===== src/rtl/text_console_pkg.sv =====
// Shared constants for the text console: ASCII control codes, FSM encoding and
// display address field widths.
package text_console_pkg;

  localparam int unsigned ROW_W = 5;
  localparam int unsigned COL_W = 7;

  localparam logic [7:0] ASCII_BS    = 8'h08;
  localparam logic [7:0] ASCII_LF    = 8'h0A;
  localparam logic [7:0] ASCII_FF    = 8'h0C;
  localparam logic [7:0] ASCII_CR    = 8'h0D;
  localparam logic [7:0] ASCII_SPACE = 8'h20;

  localparam logic [1:0] ST_IDLE         = 2'd0;
  localparam logic [1:0] ST_CLEAR_SCREEN = 2'd1;
  localparam logic [1:0] ST_CLEAR_ROW    = 2'd2;

  // Row increment that wraps at the last visible row rather than at 2**ROW_W.
  function automatic logic [ROW_W-1:0] row_inc(input logic [ROW_W-1:0] row,
                                               input logic [ROW_W-1:0] last_row);
    return (row == last_row) ? '0 : row + 5'd1;
  endfunction

endpackage


===== src/rtl/text_console_if.sv =====
// Character-stream input and display write-port bundle for text_console.
interface text_console_if;
  import text_console_pkg::*;

  logic             char_valid;
  logic [7:0]       char_data;
  logic             char_ready;
  logic             disp_en;
  logic [11:0]      disp_addr;
  logic [15:0]      disp_data;
  logic [ROW_W-1:0] cursor_row;
  logic [COL_W-1:0] cursor_col;

  modport master (
    output char_valid, char_data,
    input  char_ready, disp_en, disp_addr, disp_data, cursor_row, cursor_col
  );

  modport slave (
    input  char_valid, char_data,
    output char_ready, disp_en, disp_addr, disp_data, cursor_row, cursor_col
  );

endinterface


===== src/rtl/text_console_clear_engine.sv =====
// Row-major sweep counter shared by the full-screen and single-row clears.
module text_console_clear_engine
  import text_console_pkg::*;
#(
  parameter int unsigned COLUMNS = 80,
  parameter int unsigned ROWS    = 30
) (
  input  logic             clk,
  input  logic             rst_n,
  input  logic             i_start,
  input  logic [ROW_W-1:0] i_start_row,
  input  logic             i_row_only,
  input  logic             i_step,
  output logic [ROW_W-1:0] o_row,
  output logic [COL_W-1:0] o_col,
  output logic             o_done
);

  localparam logic [COL_W-1:0] LAST_COL = COL_W'(COLUMNS - 1);
  localparam logic [ROW_W-1:0] LAST_ROW = ROW_W'(ROWS - 1);

  logic [ROW_W-1:0] r_row;
  logic [COL_W-1:0] r_col;
  logic             r_row_only;

  // Reset value is the start of a full-screen sweep, matching the post-reset clear.
  always_ff @(posedge clk or negedge rst_n) begin
    if (!rst_n) begin
      r_row      <= '0;
      r_col      <= '0;
      r_row_only <= 1'b0;
    end else if (i_start) begin
      r_row      <= i_start_row;
      r_col      <= '0;
      r_row_only <= i_row_only;
    end else if (i_step) begin
      if (r_col == LAST_COL) begin
        r_col <= '0;
        r_row <= row_inc(r_row, LAST_ROW);
      end else begin
        r_col <= r_col + 7'd1;
      end
    end
  end

  always_comb begin
    o_row  = r_row;
    o_col  = r_col;
    o_done = (r_col == LAST_COL) && (r_row_only || (r_row == LAST_ROW));
  end

endmodule


===== src/rtl/text_console.sv =====
// Streams ASCII bytes into display memory with a hardware cursor, control-code
// decode and hardware row/screen clears.
module text_console
  import text_console_pkg::*;
#(
  parameter int unsigned COLUMNS = 80,
  parameter int unsigned ROWS    = 30,
  parameter logic [7:0]  ATTR    = 8'h0F
) (
  input logic           clk,
  input logic           rst_n,
  text_console_if.slave bus
);

  localparam logic [COL_W-1:0] LAST_COL = COL_W'(COLUMNS - 1);
  localparam logic [ROW_W-1:0] LAST_ROW = ROW_W'(ROWS - 1);

  logic [1:0]       r_state;
  logic             r_ready;
  logic             r_en;
  logic [11:0]      r_addr;
  logic [15:0]      r_data;
  logic [ROW_W-1:0] r_row;
  logic [COL_W-1:0] r_col;

  logic             w_accept;
  logic             w_printable;
  logic [ROW_W-1:0] w_next_row;
  logic             w_clr_start;
  logic [ROW_W-1:0] w_clr_row;
  logic             w_clr_row_only;
  logic             w_clr_step;
  logic [ROW_W-1:0] w_sweep_row;
  logic [COL_W-1:0] w_sweep_col;
  logic             w_clr_done;

  always_comb begin
    w_accept       = bus.char_valid & r_ready;
    w_printable    = bus.char_data >= ASCII_SPACE;
    w_next_row     = row_inc(r_row, LAST_ROW);
    w_clr_start    = w_accept && ((w_printable && (r_col == LAST_COL)) ||
                                  (bus.char_data == ASCII_LF) || (bus.char_data == ASCII_FF));
    w_clr_row      = (bus.char_data == ASCII_FF) ? '0 : w_next_row;
    w_clr_row_only = (bus.char_data != ASCII_FF);
    w_clr_step     = (r_state != ST_IDLE);
  end

  text_console_clear_engine #(
    .COLUMNS (COLUMNS),
    .ROWS    (ROWS)
  ) u_clear (
    .clk         (clk),
    .rst_n       (rst_n),
    .i_start     (w_clr_start),
    .i_start_row (w_clr_row),
    .i_row_only  (w_clr_row_only),
    .i_step      (w_clr_step),
    .o_row       (w_sweep_row),
    .o_col       (w_sweep_col),
    .o_done      (w_clr_done)
  );

  always_ff @(posedge clk or negedge rst_n) begin
    if (!rst_n) begin
      r_state <= ST_CLEAR_SCREEN;
      r_ready <= 1'b0;
      r_en    <= 1'b0;
      r_addr  <= '0;
      r_data  <= '0;
      r_row   <= '0;
      r_col   <= '0;
    end else begin
      r_en <= 1'b0;
      if (r_state == ST_IDLE) begin
        if (w_accept) begin
          if (w_printable) begin
            r_en   <= 1'b1;
            r_addr <= {r_row, r_col};
            r_data <= {ATTR, bus.char_data};
            if (r_col == LAST_COL) begin
              r_col   <= '0;
              r_row   <= w_next_row;
              r_state <= ST_CLEAR_ROW;
              r_ready <= 1'b0;
            end else begin
              r_col <= r_col + 7'd1;
            end
          end else begin
            case (bus.char_data)
              ASCII_LF: begin
                r_col   <= '0;
                r_row   <= w_next_row;
                r_state <= ST_CLEAR_ROW;
                r_ready <= 1'b0;
              end
              ASCII_CR: r_col <= '0;
              ASCII_BS: begin
                if (r_col != '0) begin
                  r_col  <= r_col - 7'd1;
                  r_en   <= 1'b1;
                  r_addr <= {r_row, r_col - 7'd1};
                  r_data <= {ATTR, ASCII_SPACE};
                end
              end
              ASCII_FF: begin
                r_col   <= '0;
                r_row   <= '0;
                r_state <= ST_CLEAR_SCREEN;
                r_ready <= 1'b0;
              end
              default: ;
            endcase
          end
        end
      end else begin
        // Cursor already holds its post-clear target; only the sweep moves here.
        r_en   <= 1'b1;
        r_addr <= {w_sweep_row, w_sweep_col};
        r_data <= {ATTR, ASCII_SPACE};
        if (w_clr_done) begin
          r_state <= ST_IDLE;
          r_ready <= 1'b1;
        end
      end
    end
  end

  always_comb begin
    bus.char_ready = r_ready;
    bus.disp_en    = r_en;
    bus.disp_addr  = r_addr;
    bus.disp_data  = r_data;
    bus.cursor_row = r_row;
    bus.cursor_col = r_col;
  end

endmodule


===== src/flat_wrapper.sv =====
// flat-port wrapper written by rule: the top's interface ports become plain ports
module text_console_flat import text_console_pkg::*;
#(
  parameter int unsigned COLUMNS = 80,
  parameter int unsigned ROWS    = 30,
  parameter logic [7:0]  ATTR    = 8'h0F
)
  (clk, rst_n, bus_char_valid, bus_char_data, bus_char_ready, bus_disp_en, bus_disp_addr, bus_disp_data, bus_cursor_row, bus_cursor_col);
  text_console_if bus_i ();
  input logic clk;
  input logic rst_n;
  input wire logic [$bits(bus_i.char_valid)-1:0] bus_char_valid;
  input wire logic [$bits(bus_i.char_data)-1:0] bus_char_data;
  output wire logic [$bits(bus_i.char_ready)-1:0] bus_char_ready;
  output wire logic [$bits(bus_i.disp_en)-1:0] bus_disp_en;
  output wire logic [$bits(bus_i.disp_addr)-1:0] bus_disp_addr;
  output wire logic [$bits(bus_i.disp_data)-1:0] bus_disp_data;
  output wire logic [$bits(bus_i.cursor_row)-1:0] bus_cursor_row;
  output wire logic [$bits(bus_i.cursor_col)-1:0] bus_cursor_col;
  assign bus_i.char_valid = bus_char_valid;
  assign bus_i.char_data = bus_char_data;
  assign bus_char_ready = bus_i.char_ready;
  assign bus_disp_en = bus_i.disp_en;
  assign bus_disp_addr = bus_i.disp_addr;
  assign bus_disp_data = bus_i.disp_data;
  assign bus_cursor_row = bus_i.cursor_row;
  assign bus_cursor_col = bus_i.cursor_col;
  text_console #(.COLUMNS(COLUMNS), .ROWS(ROWS), .ATTR(ATTR)) u_core (.clk(clk), .rst_n(rst_n), .bus(bus_i));
endmodule

===== config.mk =====
export PLATFORM = sky130hd
export DESIGN_NAME = text_console_flat
export DESIGN_NICKNAME = d
export VERILOG_FILES = /design/src/rtl/text_console_pkg.sv /design/src/rtl/text_console_if.sv /design/src/rtl/text_console_clear_engine.sv /design/src/rtl/text_console.sv /design/src/flat_wrapper.sv
export SDC_FILE = /design/constraint.sdc
export NUM_CORES = 1
export LEC_CHECK = 0
export BUFFER_PORTS_ARGS = -buffer_cell sky130_fd_sc_hd__buf_2
export CORE_MARGIN = 2
export CORE_UTILIZATION = 51
export CTS_CLUSTER_SIZE = 10
export DETAILED_ROUTE_END_ITERATION = 7
export PLACE_DENSITY = 0.82
export SETUP_SLACK_MARGIN = 0.15
export SLEW_MARGIN = 10
export SYNTH_ARGS = -nofsm -noshare
export SYNTH_HDL_FRONTEND = slang
export SYNTH_HIERARCHICAL = 1
export SYNTH_SLANG_ARGS = --single-unit
export TNS_END_PERCENT = 10

===== constraint.sdc =====
create_clock -name clk -period 2.3 [get_ports clk]
set_clock_uncertainty 0.2 [all_clocks]
set_input_delay 0.345 -clock clk [delete_from_list [all_inputs] [get_ports clk]]
set_output_delay 0.345 -clock clk [all_outputs]
set_load 0.005 [all_outputs]

; ---- Yosys cells after proc, flatten, opt, wreduce, memory -nomap -nowiden
; Index checks and enable logic that the tools add are counted.
[totals]
reg_bits = 57
inputBits = 11
output_inout_bits = 42
elab_cells = 99
[op_classes]
add_sub_neg = 5
order_cmp = 1
eq_ne = 17
n_mux = 43
bitwise = 1
n_reduce_logical = 22
[ops]
columns = cell, n
row1 = 16-bit two-way mux, 5
row2 = 12-bit two-way mux, 5
row3 = 7-bit two-way mux, 6
row4 = 5-bit two-way mux, 8
row5 = 8-bit by 4-bit equality test with 1-bit output (second input constant), 4
row6 = 4-bit AND reduction, 4
row7 = 7-bit by 1-bit adder with 7-bit output (second input constant), 2
row8 = 7-bit equality test (second input constant), 2
row9 = 7-bit case mux with 2 select lines, 1
row10 = 1-bit two-way mux, 11
row11 = 5-bit by 1-bit adder with 5-bit output (second input constant), 2
row12 = 5-bit equality test (second input constant), 2
row13 = 2-bit two-way mux, 5
row14 = 5-bit case mux with 2 select lines, 1
row15 = 3-bit by 2-bit != test with 1-bit output (second input constant), 3
row16 = 8-bit by 6-bit >= comparator with 1-bit output (second input constant), 1
row17 = 8-bit by 4-bit != test with 1-bit output (second input constant), 1
row18 = 2-bit nonzero test, 4
row19 = 7-bit nonzero test, 1
row20 = 7-bit by 1-bit subtractor with 7-bit output (second input constant), 1
row21 = 3-bit nonzero test, 2
row22 = 4-bit by 1-bit != test with 1-bit output (second input constant), 1
row23 = 2-bit case mux with 2 select lines, 1
row24 = 1-bit logical AND, 3
row25 = other kinds (11), 13

; ---- Longest topological paths before layout
; Gate-level depths: netlist (run 1).
[logic_depth]
ltp_word = 7
mapped_depth = 9
mapped_depth_nobuf = 7

; ---- Cells and area by module
; The synthesis (run 1) kept the hierarchy.
[modules_own_cells]
columns = mod, instances, cells_per_inst, area_each_um2, seq_area_each_um2
row1 = text_console, 1, 248, 2294.7, 927.1
row2 = text_console_clear_engine, 1, 81, 765.7, 325.3

; ---- Worst setup path after synthesis (run 1)
; No wires, ideal clock.
[synth_path]
path_type = reg2reg
start = register u_core.r_state[0]
end = register u_core.u_clear.r_row[3], in the netlist u_core/u_clear/o_row[3]
setup_time_ns = 0.129
arrival_ns = 1.888
required_ns = 1.971
setup_slack_ns = 0.083
stages_incl_launch_ff = 8
n_path_buf = 1
synth_period_minus_slack_ns = 2.217
cell_sequence = dfstp_2 > nor2_1 > inv_1 > clkbuf_1 > nand4_4 > or3b_1 > o21ai_1 > a21oi_1
[synth_between]
elab_chain_cells = 3
[synth_rtl]
columns = element, line
row1 = from (decl), text_console.sv:18  ; logic [1:0] r_state;
row2 = from (signal assigned), text_console.sv:65  ; r_state <= ST_CLEAR_SCREEN;
row3 = from (signal assigned), text_console.sv:83  ; r_state <= ST_CLEAR_ROW;
row4 = from (signal assigned), text_console.sv:93  ; r_state <= ST_CLEAR_ROW;
row5 = 2-bit nonzero test, text_console.sv:45  ; w_clr_step = (r_state != ST_IDLE);
row6 = net u_core.w_clr_step, text_console.sv:32  ; logic w_clr_step;
row7 = 2-bit nonzero test (no source line), -
row8 = 2-bit AND reduction (no source line), -
row9 = to (signal assigned), text_console_clear_engine.sv:33  ; r_row <= i_start_row;
row10 = to (signal assigned), text_console_clear_engine.sv:39  ; r_row <= row_inc(r_row, LAST_ROW);
row11 = to (decl), text_console_clear_engine.sv:22  ; logic [ROW_W-1:0] r_row;
; The timed path passes the listed nets, and every way through them passes these cells.
; A chain may end at the register's enable or synchronous reset.

; ---- Worst setup path after layout (run 1)
[layout_path]
start = register u_core.r_col[0], in the netlist u_core/bus.cursor_col[0]
end = register u_core.r_addr[1], in the netlist u_core/bus.disp_addr[1]
[layout_between]
elab_chain_cells = 6
word_cells_on_any_way = 9
classes_between = add/sub (1) / eq/ne (1) / mux (5) / reduce/logical (2)
[layout_rtl]
columns = element, line
row1 = from (decl), text_console.sv:24  ; logic [COL_W-1:0] r_col;
row2 = from (signal assigned), text_console.sv:86  ; r_col <= r_col + 7'd1;
row3 = from (signal assigned), text_console.sv:99  ; r_col <= r_col - 7'd1;
row4 = 7-bit by 1-bit subtractor with 7-bit output, text_console.sv:101  ; r_addr <= {r_row, r_col - 7'd1};
row5 = 12-bit two-way mux, text_console.sv:98  ; if (r_col != '0) begin
row6 = 12-bit two-way mux, text_console.sv:89  ; case (bus.char_data)
row7 = 12-bit two-way mux, text_console.sv:76  ; if (w_printable) begin
row8 = 12-bit two-way mux, text_console.sv:75  ; if (w_accept) begin
row9 = 12-bit two-way mux, text_console.sv:74  ; if (r_state == ST_IDLE) begin
row10 = to (signal assigned), text_console.sv:78  ; r_addr <= {r_row, r_col};
row11 = to (signal assigned), text_console.sv:101
row12 = to (signal assigned), text_console.sv:118  ; r_addr <= {w_sweep_row, w_sweep_col};
row13 = to (decl), text_console.sv:21  ; logic [11:0] r_addr;
; Several ways; a longest one is shown, not always the timed one. The select of a mux whose other input is x is not followed.

==> flow_metrics.env, run 1 <==
export IMPL_die_w_um=81.47
export IMPL_ir_worst_vdd_v=0.0002438
export IMPL_finalNetCount=426
export IMPL_areaGrowthSynthToFinish_pct=24.65
export IMPL_min_period_ns=2.165
export IMPL_drt_total_wl_mm=7.404
export IMPL_overflow=0
export IMPL_cts_made_buffers=5
export IMPL_path_clk_slew_ns=0.10
export IMPL_dieHeight_um=81.47
export IMPL_grt_pass1_wl_mm=12.28
export IMPL_power_density_nw_per_um2=391.5
export IMPL_drt_pre_antenna_iters=5
export IMPL_synthFlopType="dfrtp_1"
export IMPL_worst_hold_path_type="input pin to flip-flop"
export IMPL_grt_pass1_vias=2598
export IMPL_synth_cell_area_um2=3060
export IMPL_fmax_mhz=462.0
export IMPL_drt_initial_drc_count=159
export IMPL_drc=0
export IMPL_cts_sinks=50
export IMPL_outcome="complete, no violations"
export IMPL_cellLeakagePower_uw=0.001750
export IMPL_crit_fanout=7
export IMPL_nFillCells=446
export IMPL_routed_via_density=5.678
export IMPL_slowest_delay_ns=0.42
export IMPL_arrival_ns=2.15
export IMPL_io_pins=53
export IMPL_clock_latency_ns=0.31
export IMPL_dp_slack_ns=-0.03093
export IMPL_cp_required_ns=2.29
export IMPL_num_vias=2748
export IMPL_crit_path_end_kind="flip-flop"
export IMPL_layout_common_cells="buf_2 (48), dfrtp_1 (48), nand2_1 (37)"
export IMPL_finalCritPeriodShare_pct=94.12
export IMPL_synth_warnings=6
export IMPL_design_power_total_uw=1493
export IMPL_hpwl_mm=5.161
export IMPL_crit_cells=9
export IMPL_async_flop_share_pct=100.0
export IMPL_core_area_um2=5851
export IMPL_synth_area_per_cell_um2=9.302
export IMPL_drive_gt1_share_pct=34.96
export IMPL_tritoncts="done"
export IMPL_drtAntennaViolNets=0
export IMPL_wl_per_cell_um=15.30
export IMPL_worstRegToRegCells=9
export IMPL_ys_seq_area_share_pct=40.92
export IMPL_worst_slack_ns=0.1353
export IMPL_h_tree_depth=2
export IMPL_routabilityCongestion=0.8805
export IMPL_synth_cell_types=64
export IMPL_crit_buf_inv=3
export IMPL_rows=28
export IMPL_dieArea_um2=6637
export IMPL_hold_path_depth=2
export IMPL_syn_inst=329
export IMPL_antenna_found_initial=0
export IMPL_crit_chain="inv_2 > ha_4 > nor3b_4 > a211oi_2 > o21ai_2 > nand2_2 > buf_6 > buf_12 > mux2_4"
export IMPL_root_buffer="clkbuf_8"
export IMPL_hold_viol_final=0
export IMPL_grt_max_degree=21
export IMPL_slew_viol_final=0
export IMPL_worst_pin_slew_ns=0.5346
export IMPL_maxCapViolations=0
export IMPL_track_usage_pct=23.99
export IMPL_worstSetupPathType="flip-flop to flip-flop"
export IMPL_critPathLaunchType="flip-flop"
export IMPL_start_util_pct=52.31
export IMPL_clock_path_buffers=2
export IMPL_synth_edf_count=0
export IMPL_crit_family="flip-flops"
export IMPL_rsz0062_at_grt="yes"
export IMPL_relSlewSlack_pct=64.12
export IMPL_setup_viol=0
export IMPL_port_buffers=48
export IMPL_antenna_cells=0
export IMPL_ys_ff_latch=50
export IMPL_slowest_stage="dfrtp_1"
flip-flops by register name (all words and copies together), names as in the netlist, 2 cells and up:
register and count:
u_core/bus.cursor_col 7, u_core/bus.disp_addr 12, u_core/r_state 2, u_core/u_clear/o_row 5
u_core/bus.cursor_row 5, u_core/u_clear/o_col 7, u_core/bus.disp_data 9
report_power, final:
| part | internal, µW | total (µW) | switching, µW | leakage (µW) |
|---|---|---|---|---|
| Clock | 242 | 539 | 296 | 0.0000472 |
| Sequential | 878 | 878 | 0 | 0.000577 |
| Combinational | 28.0 | 76.6 | 48.6 | 0.00113 |
cell usage after synthesis (all sizes together), types with 2 or more instances:
cell type	count	share of area (%)
a21oi	23	3.8
a221oi	3	0.86
a211oi	2	0.65
a32o	2	0.65
o22ai	5	1.0
or3b	5	1.5
nand3	9	1.5
ha	7	2.9
or4	2	0.49
or3	3	0.61
nor3b	3	1.3
nand4	8	2.1
xor2	6	1.7
a31oi	2	0.41
inv	14	1.7
o21ai	35	5.8
o21a	3	0.74
dfrtp	49	40
a22o	3	0.86
mux2i	2	0.65
nand2b	5	1.0
nor2b	7	1.4
nor3	8	1.8
clkbuf	8	0.98
buf	14	3.6
mux2	15	7.0
nor2	22	2.7
nand2	38	4.7
xnor2	4	1.1
or2	3	0.61
per-stage QoR:
| stage | setup TNS (ns) | area, µm² | util, % | hold slack [ns] | cells |
|---|---|---|---|---|---|
| finish | 0 | 3815 | 65.21 | 0.08826 | 484 |
| global route | 0 | 3815 | 65.21 | 0.09569 | 484 |
| CTS | 0 | 3716 | 63.52 | 0.07961 | 478 |
| detailed placement | -0.3018 | 3517 | 60.12 | 0.1138 | 463 |
| global placement | 0 | 3517 | 60.12 | 0.1142 | 463 |
| floorplan | 0 | 3073 | - | -0.1506 | 332 |
what timing repair did:
action | CTS | global route
setup buffers | 5 | 6
hold buffers | 1 | 0
setup endpoints to repair | 18 | 38
pin swaps | 3 | 6
hold endpoints to repair | 18 | 0
cloned | 1 | 0
gates resized for setup | 5 | 15
kinds of logic after synthesis:
family	Yosys count	share of synthesized area (%)
simple gates	120	21.63
compound gates	88	17.70
flops	50	40.92
buf+inv	36	6.255
mux	17	7.645
xor+xnor	10	2.862
fa+ha+maj	7	2.862
other cells	1	0.1225
path summary, 6_finish.rpt:
| path | from | to | slack [ns] |
|---|---|---|---|
| min in group asynchronous | rst_n | u_core/bus.disp_addr[2] | 0.31 |
| worst max register to register | u_core/bus.cursor_col[0] | u_core/bus.disp_addr[1] | 0.14 |
| worst min register to register | u_core/bus.disp_addr[11] | u_core/bus.disp_addr[11] | 0.31 |
| worst min-delay path | bus_char_data[6] | u_core/bus.disp_data[6] | 0.09 |
| worst max-delay path | u_core/bus.cursor_col[0] | u_core/bus.disp_addr[1] | 0.14 |
| max in group asynchronous | rst_n | u_core/r_state[0] | 0.94 |
layer usage:
metal | GRT usage [%] | routed length [µm] | vias to the layer above | part of all wire (%)
met2 | 36.72 | 3431 | 97 | 46
met5 | 0 | 0 | - | 0
met1 | 34.45 | 3407 | 1320 | 46
met3 | 4.505 | 468 | 10 | 6.3
li1 | - | - | 1321 | -
met4 | 7.627 | 97 | 0 | 1.3
layout make-up:
cell class                 count  area, µm²  share of cell area (%)
multi-input combinational    246       1685                   44.18
sequential                    50       1254                   32.86
timing repair buffer          91      634.4                   16.63
tap                           75      93.84                   2.460
clock buffer                   6      82.58                   2.165
inverter                      14      52.55                   1.378
clock inverter                 2      12.51                  0.3280
Note: power is estimated with default switching activity, not from simulation.
==> inputs of run 2 (changes only) <==
CELL_PAD_IN_SITES_DETAIL_PLACEMENT = 0   (was unset)
CELL_PAD_IN_SITES_GLOBAL_PLACEMENT = 1   (was unset)
CORE_UTILIZATION = 39   (was 51)
==> flow_metrics.env, run 2 (synthesis results as in run 1) <==
export IMPL_routed_via_density=5.273
export IMPL_port_buffers=48
export IMPL_tritoncts="done"
export IMPL_maxCapViolations=0
export IMPL_power_density_nw_per_um2=382.4
export IMPL_placed_area_um2=3556
export IMPL_antenna_cells=0
export IMPL_largest_reg_flops=12
export IMPL_outcome="complete, no violations"
export IMPL_path_clk_slew_ns=0.09
export IMPL_grt_pass1_wl_mm=12.54
export IMPL_crit_path_end_kind="flip-flop"
export IMPL_min_period_ns=2.144
export IMPL_drt_pre_antenna_iters=4
export IMPL_h_tree_depth=2
export IMPL_drt_initial_drc_count=181
export IMPL_die_w_um=92.59
export IMPL_worstSetupPathType="flip-flop to flip-flop"
export IMPL_finalNetCount=431
export IMPL_ir_worst_vdd_v=0.0002177
export IMPL_grt_max_degree=51
export IMPL_grt_pass1_vias=2528
export IMPL_finalCritPeriodShare_pct=93.24
export IMPL_fmax_mhz=466.3
export IMPL_final_common_cell="dfrtp_1"
export IMPL_cts_sinks=50
export IMPL_slew_viol_final=0
export IMPL_dieArea_um2=8572
export IMPL_grt_use_met3_pct=3.255
export IMPL_num_vias=2721
export IMPL_arrival_ns=2.15
export IMPL_drtAntennaViolNets=0
export IMPL_relSlewSlack_pct=56.75
export IMPL_globalRoute_busiestLayer="met2"
export IMPL_worst_hold_path_type="input pin to flip-flop"
export IMPL_dieHeight_um=92.59
export IMPL_overflow=0
export IMPL_cp_required_ns=2.30
export IMPL_cellLeakagePower_uw=0.001774
export IMPL_crit_chain="inv_2 > ha_4 > nor3b_4 > a211oi_2 > o21ai_2 > nand2_2 > buf_12 > buf_12 > mux2_4"
export IMPL_crit_top_cell="buf_12"
export IMPL_rsz0062_at_grt="yes"
export IMPL_hpwl_mm=5.266
export IMPL_worst_pin_slew_ns=0.6487
export IMPL_final_core_util_pct=50.57
export IMPL_grtUsageMet1_pct=26.09
export IMPL_areaGrowthSynthToFinish_pct=26.37
export IMPL_antenna_found_initial=0
export IMPL_setup_viol=0
export IMPL_critPathLaunchType="flip-flop"
export IMPL_clock_latency_ns=0.31
export IMPL_met2_usage_pct=28.77
export IMPL_core_area_um2=7647
export IMPL_drt_total_wl_mm=7.684
export IMPL_io_pins=53
export IMPL_fin_area_um2=3867
export IMPL_start_util_pct=40.02
export IMPL_hold_viol_final=0
export IMPL_track_usage_pct=18.34
export IMPL_cts_made_buffers=5
export IMPL_slowest_stage="dfrtp_1"
export IMPL_wl_per_cell_um=14.89
export IMPL_crit_fanout=6
export IMPL_drc=0
export IMPL_clock_path_buffers=2
export IMPL_routabilityCongestion=0.8811
export IMPL_rows=32
export IMPL_drive_gt1_share_pct=34.78
export IMPL_root_buffer="clkbuf_8"
export IMPL_layout_common_cells="dfrtp_1 (49), buf_2 (48), buf_4 (42)"
export IMPL_slowest_delay_ns=0.41
==> run 2: layout make-up <==
class / instances / area [µm²]
Clock buffer: 6 / 72.57
Fill cell: 723 / 3780
Timing Repair Buffer: 96 / 665.6
Clock inverter: 2 / 10.01
Multi-Input combinational cell: 246 / 1687
Inverter: 14 / 52.55
Sequential cell: 50 / 1252
Tap cell: 102 / 127.6
==> run 2: path summary, 6_finish.rpt <==
kind | cells past startpoint | slack [ns] | endpoint | from
max in group asynchronous | 3 | 0.98 | u_core/u_clear/o_col[6] | rst_n
worst max register to register | 9 | 0.16 | u_core/bus.disp_addr[11] | u_core/bus.cursor_col[1]
worst min-delay path | 2 | 0.08 | u_core/bus.disp_data[6] | bus_char_data[6]
worst min register to register | 2 | 0.31 | u_core/r_state[0] | u_core/r_state[0]
worst max-delay path | 9 | 0.16 | u_core/bus.disp_addr[11] | u_core/bus.cursor_col[1]
min in group asynchronous | 3 | 0.49 | u_core/bus.disp_data[2] | rst_n
==> run 2: critical path, delay by kind of cell, from the launching register on <==
family / cells / cell delay (ns)
simple gates: 2 / 0.33
compound gates: 2 / 0.30
mux: 1 / 0.29
flops: 1 / 0.41
buf+inv: 3 / 0.37
fa+ha+maj: 1 / 0.14
==> run 2: per-layer routing <==
layer,up-vias,routed length (µm)
li1,1340,-
met2,68,3553
met1,1304,3636
met4,0,114
met3,9,380
met5,-,0
==> run 2: repair_timing <==
| item | CTS | global route |
|---|---|---|
| hold buffers | 1 | 0 |
| setup buffers | 6 | 12 |
| gates resized for setup | 7 | 11 |
| gates cloned | 0 | 0 |
| hold endpoints to repair | 49 | 0 |
| endpoints found under the setup margin | 18 | 40 |
| pin swaps | 2 | 7 |
==> run 2: through the flow <==
| stage | total power (µW) | setup slack (ns) | setup TNS, ns | hold WS, ns | std cells |
|---|---|---|---|---|---|
| floorplan | 925.6 | 0.09808 | 0 | -0.1506 | 332 |
| CTS | 1491 | 0.07419 | 0 | 0.07569 | 504 |
| global placement | 968.0 | -0.003592 | -0.03948 | 0.2829 | 489 |
| finish | 1479 | 0.1556 | 0 | 0.08186 | 516 |
| global route | 1527 | 0.05809 | 0 | 0.09264 | 516 |
| detailed placement | 969.3 | -0.01437 | -0.1088 | 0.2957 | 489 |
==> run 2: where the power goes <==
group / total [µW] / leakage, µW / internal (µW) / switching [µW]
Combinational: 75.5 / 0.00115 / 26.7 / 48.8
Sequential: 878 / 0.000579 / 878 / 0
Clock: 525 / 0.0000450 / 212 / 313
Total: 1480 / 0.00177 / 1120 / 362
==> inputs of run 3 (changes only) <==
CORE_UTILIZATION = 37   (was 39)
PLACE_DENSITY = 0.78   (was 0.82)
==> flow_metrics.env, run 3 (synthesis results as in run 1) <==
export IMPL_drtAntennaViolNets=0
export IMPL_routed_via_density=5.232
export IMPL_crit_path_end_kind="flip-flop"
export IMPL_crit_chain="buf_4 > ha_1 > nand3_1 > nor3_4 > nor2_1 > nor2_2 > buf_4 > nor2b_1 > a21oi_1"
export IMPL_antenna_cells=0
export IMPL_crit_top_cell="buf_4"
export IMPL_layout_common_cells="dfrtp_1 (49), buf_2 (48), nand2_1 (37)"
export IMPL_rsz0062_at_grt="yes"
export IMPL_crit_buf_inv=2
export IMPL_tritoncts="done"
export IMPL_ir_worst_vdd_v=0.0002085
export IMPL_grt_pass1_vias=2400
export IMPL_track_usage_pct=17.39
export IMPL_met1_length_mm=3.601
export IMPL_hold_viol_final=0
export IMPL_grt_pass1_wl_mm=12.28
export IMPL_core_area_um2=8134
export IMPL_crit_family="simple AND/OR/NAND/NOR gates"
export IMPL_placed_area_um2=3547
export IMPL_worstRegToRegCells=9
export IMPL_drive_gt1_share_pct=32.51
export IMPL_cellLeakagePower_uw=0.001709
export IMPL_fin_setup_tns_ns=0
export IMPL_drc=0
export IMPL_final_common_cell="dfrtp_1"
export IMPL_slew_viol_final=0
export IMPL_crit_cells=9
export IMPL_h_tree_depth=2
export IMPL_cts_made_buffers=5
export IMPL_min_period_ns=2.129
export IMPL_hold_path_depth=2
export IMPL_num_vias=2658
export IMPL_relSlewSlack_pct=56.22
export IMPL_start_util_pct=37.62
export IMPL_antenna_found_initial=0
export IMPL_slowest_stage="dfrtp_1"
export IMPL_maxCapViolations=0
export IMPL_setup_viol=0
export IMPL_wl_per_cell_um=14.73
export IMPL_routabilityCongestion=0.8610
export IMPL_arrival_ns=2.13
export IMPL_largest_reg_flops=12
export IMPL_critPathLaunchType="flip-flop"
export IMPL_drt_total_wl_mm=7.485
export IMPL_finalNetCount=420
export IMPL_worst_pin_slew_ns=0.6567
export IMPL_fmax_mhz=469.7
export IMPL_port_buffers=48
export IMPL_wl_met3_um=389
export IMPL_cts_sinks=50
export IMPL_grt_max_degree=51
export IMPL_fin_area_um2=3764
export IMPL_root_buffer="clkbuf_8"
export IMPL_power_density_nw_per_um2=389.2
export IMPL_outcome="complete, no violations"
export IMPL_cp_required_ns=2.30
export IMPL_clock_latency_ns=0.31
export IMPL_finalCritPeriodShare_pct=92.56
export IMPL_clock_path_buffers=2
export IMPL_dieHeight_um=94.95
export IMPL_hpwl_mm=5.360
export IMPL_worst_hold_path_type="input pin to flip-flop"
export IMPL_slowest_delay_ns=0.42
export IMPL_io_pins=53
export IMPL_areaGrowthSynthToFinish_pct=22.98
export IMPL_dieArea_um2=9015
export IMPL_dr_wl_met2_mm=3.401
export IMPL_rows=33
export IMPL_worstSetupPathType="flip-flop to flip-flop"
export IMPL_drt_initial_drc_count=235
export IMPL_crit_fanout=11
export IMPL_path_clk_slew_ns=0.09
export IMPL_overflow=0
export IMPL_die_w_um=94.95
export IMPL_drt_pre_antenna_iters=5
export IMPL_top_layer="met4"
export IMPL_final_core_util_pct=46.27
export IMPL_timing_hold_ws_ns=0.08885
[run 3: changes by cell type in the layout (fill, tap and decap cells not counted), sizes merged]
cell / change
buf: -11
[run 3: layout make-up]
class,instances,area [µm²]
Clock inverter,2,10.01
Timing Repair Buffer,85,565.5
Fill cell,807,4370
Sequential cell,50,1252
Inverter,14,52.55
Tap cell,105,131.4
Multi-Input combinational cell,246,1679
Clock buffer,6,72.57
[run 3: worst paths after layout]
path / start / end / slack (ns)
worst max-delay path: u_core/bus.cursor_col[1] / u_core/u_clear/o_row[2] / 0.17
worst min-delay path: bus_char_data[6] / u_core/bus.disp_data[6] / 0.09
worst max register to register: u_core/bus.cursor_col[1] / u_core/u_clear/o_row[2] / 0.17
worst min register to register: u_core/r_state[0] / u_core/r_state[0] / 0.31
max in group asynchronous: rst_n / u_core/bus.char_ready / 0.97
min in group asynchronous: rst_n / u_core/bus.disp_addr[10] / 0.48
[run 3: through the flow]
step	power, µW	instances	setup WS, ns
after CTS	1491	505	0.05544
after detailed placement	969.4	492	-0.01972
after global routing	1536	508	0.05012
after floorplan	925.6	332	0.09808
final	1465	508	0.1711
after global placement	968.6	492	-0.01002
[run 3: metal layers]
layer  GRT usage, %  vias to the layer above
met5              0                        -
met4          4.227                        0
met3          3.192                        7
met2          26.54                       79
met1          25.46                     1264
li1               -                     1308
[run 3: what timing repair did]
| action | in CTS | in global routing |
|---|---|---|
| endpoints found under the hold margin | 49 | 0 |
| cloned | 1 | 0 |
| setup endpoints to repair | 17 | 32 |
| buffers inserted | 3 | 3 |
| resized for setup | 4 | 9 |
| hold buffers | 1 | 0 |
| pin swaps | 2 | 4 |
[run 3: worst reg2reg max path: stages (launching register included)]
cell	delay [ns]
dfrtp_1	0.42
buf_4	0.13
ha_1	0.16
nand3_1	0.21
nor3_4	0.27
nor2_1	0.09
nor2_2	0.15
buf_4	0.21
nor2b_1	0.15
a21oi_1	0.04
[run 3: power breakdown]
group / internal [µW] / switching [µW] / total [µW]
registers: 878 / 0 / 878
logic: 26.5 / 48.8 / 75.3
clock network: 212 / 299 / 511
total: 1120 / 348 / 1460
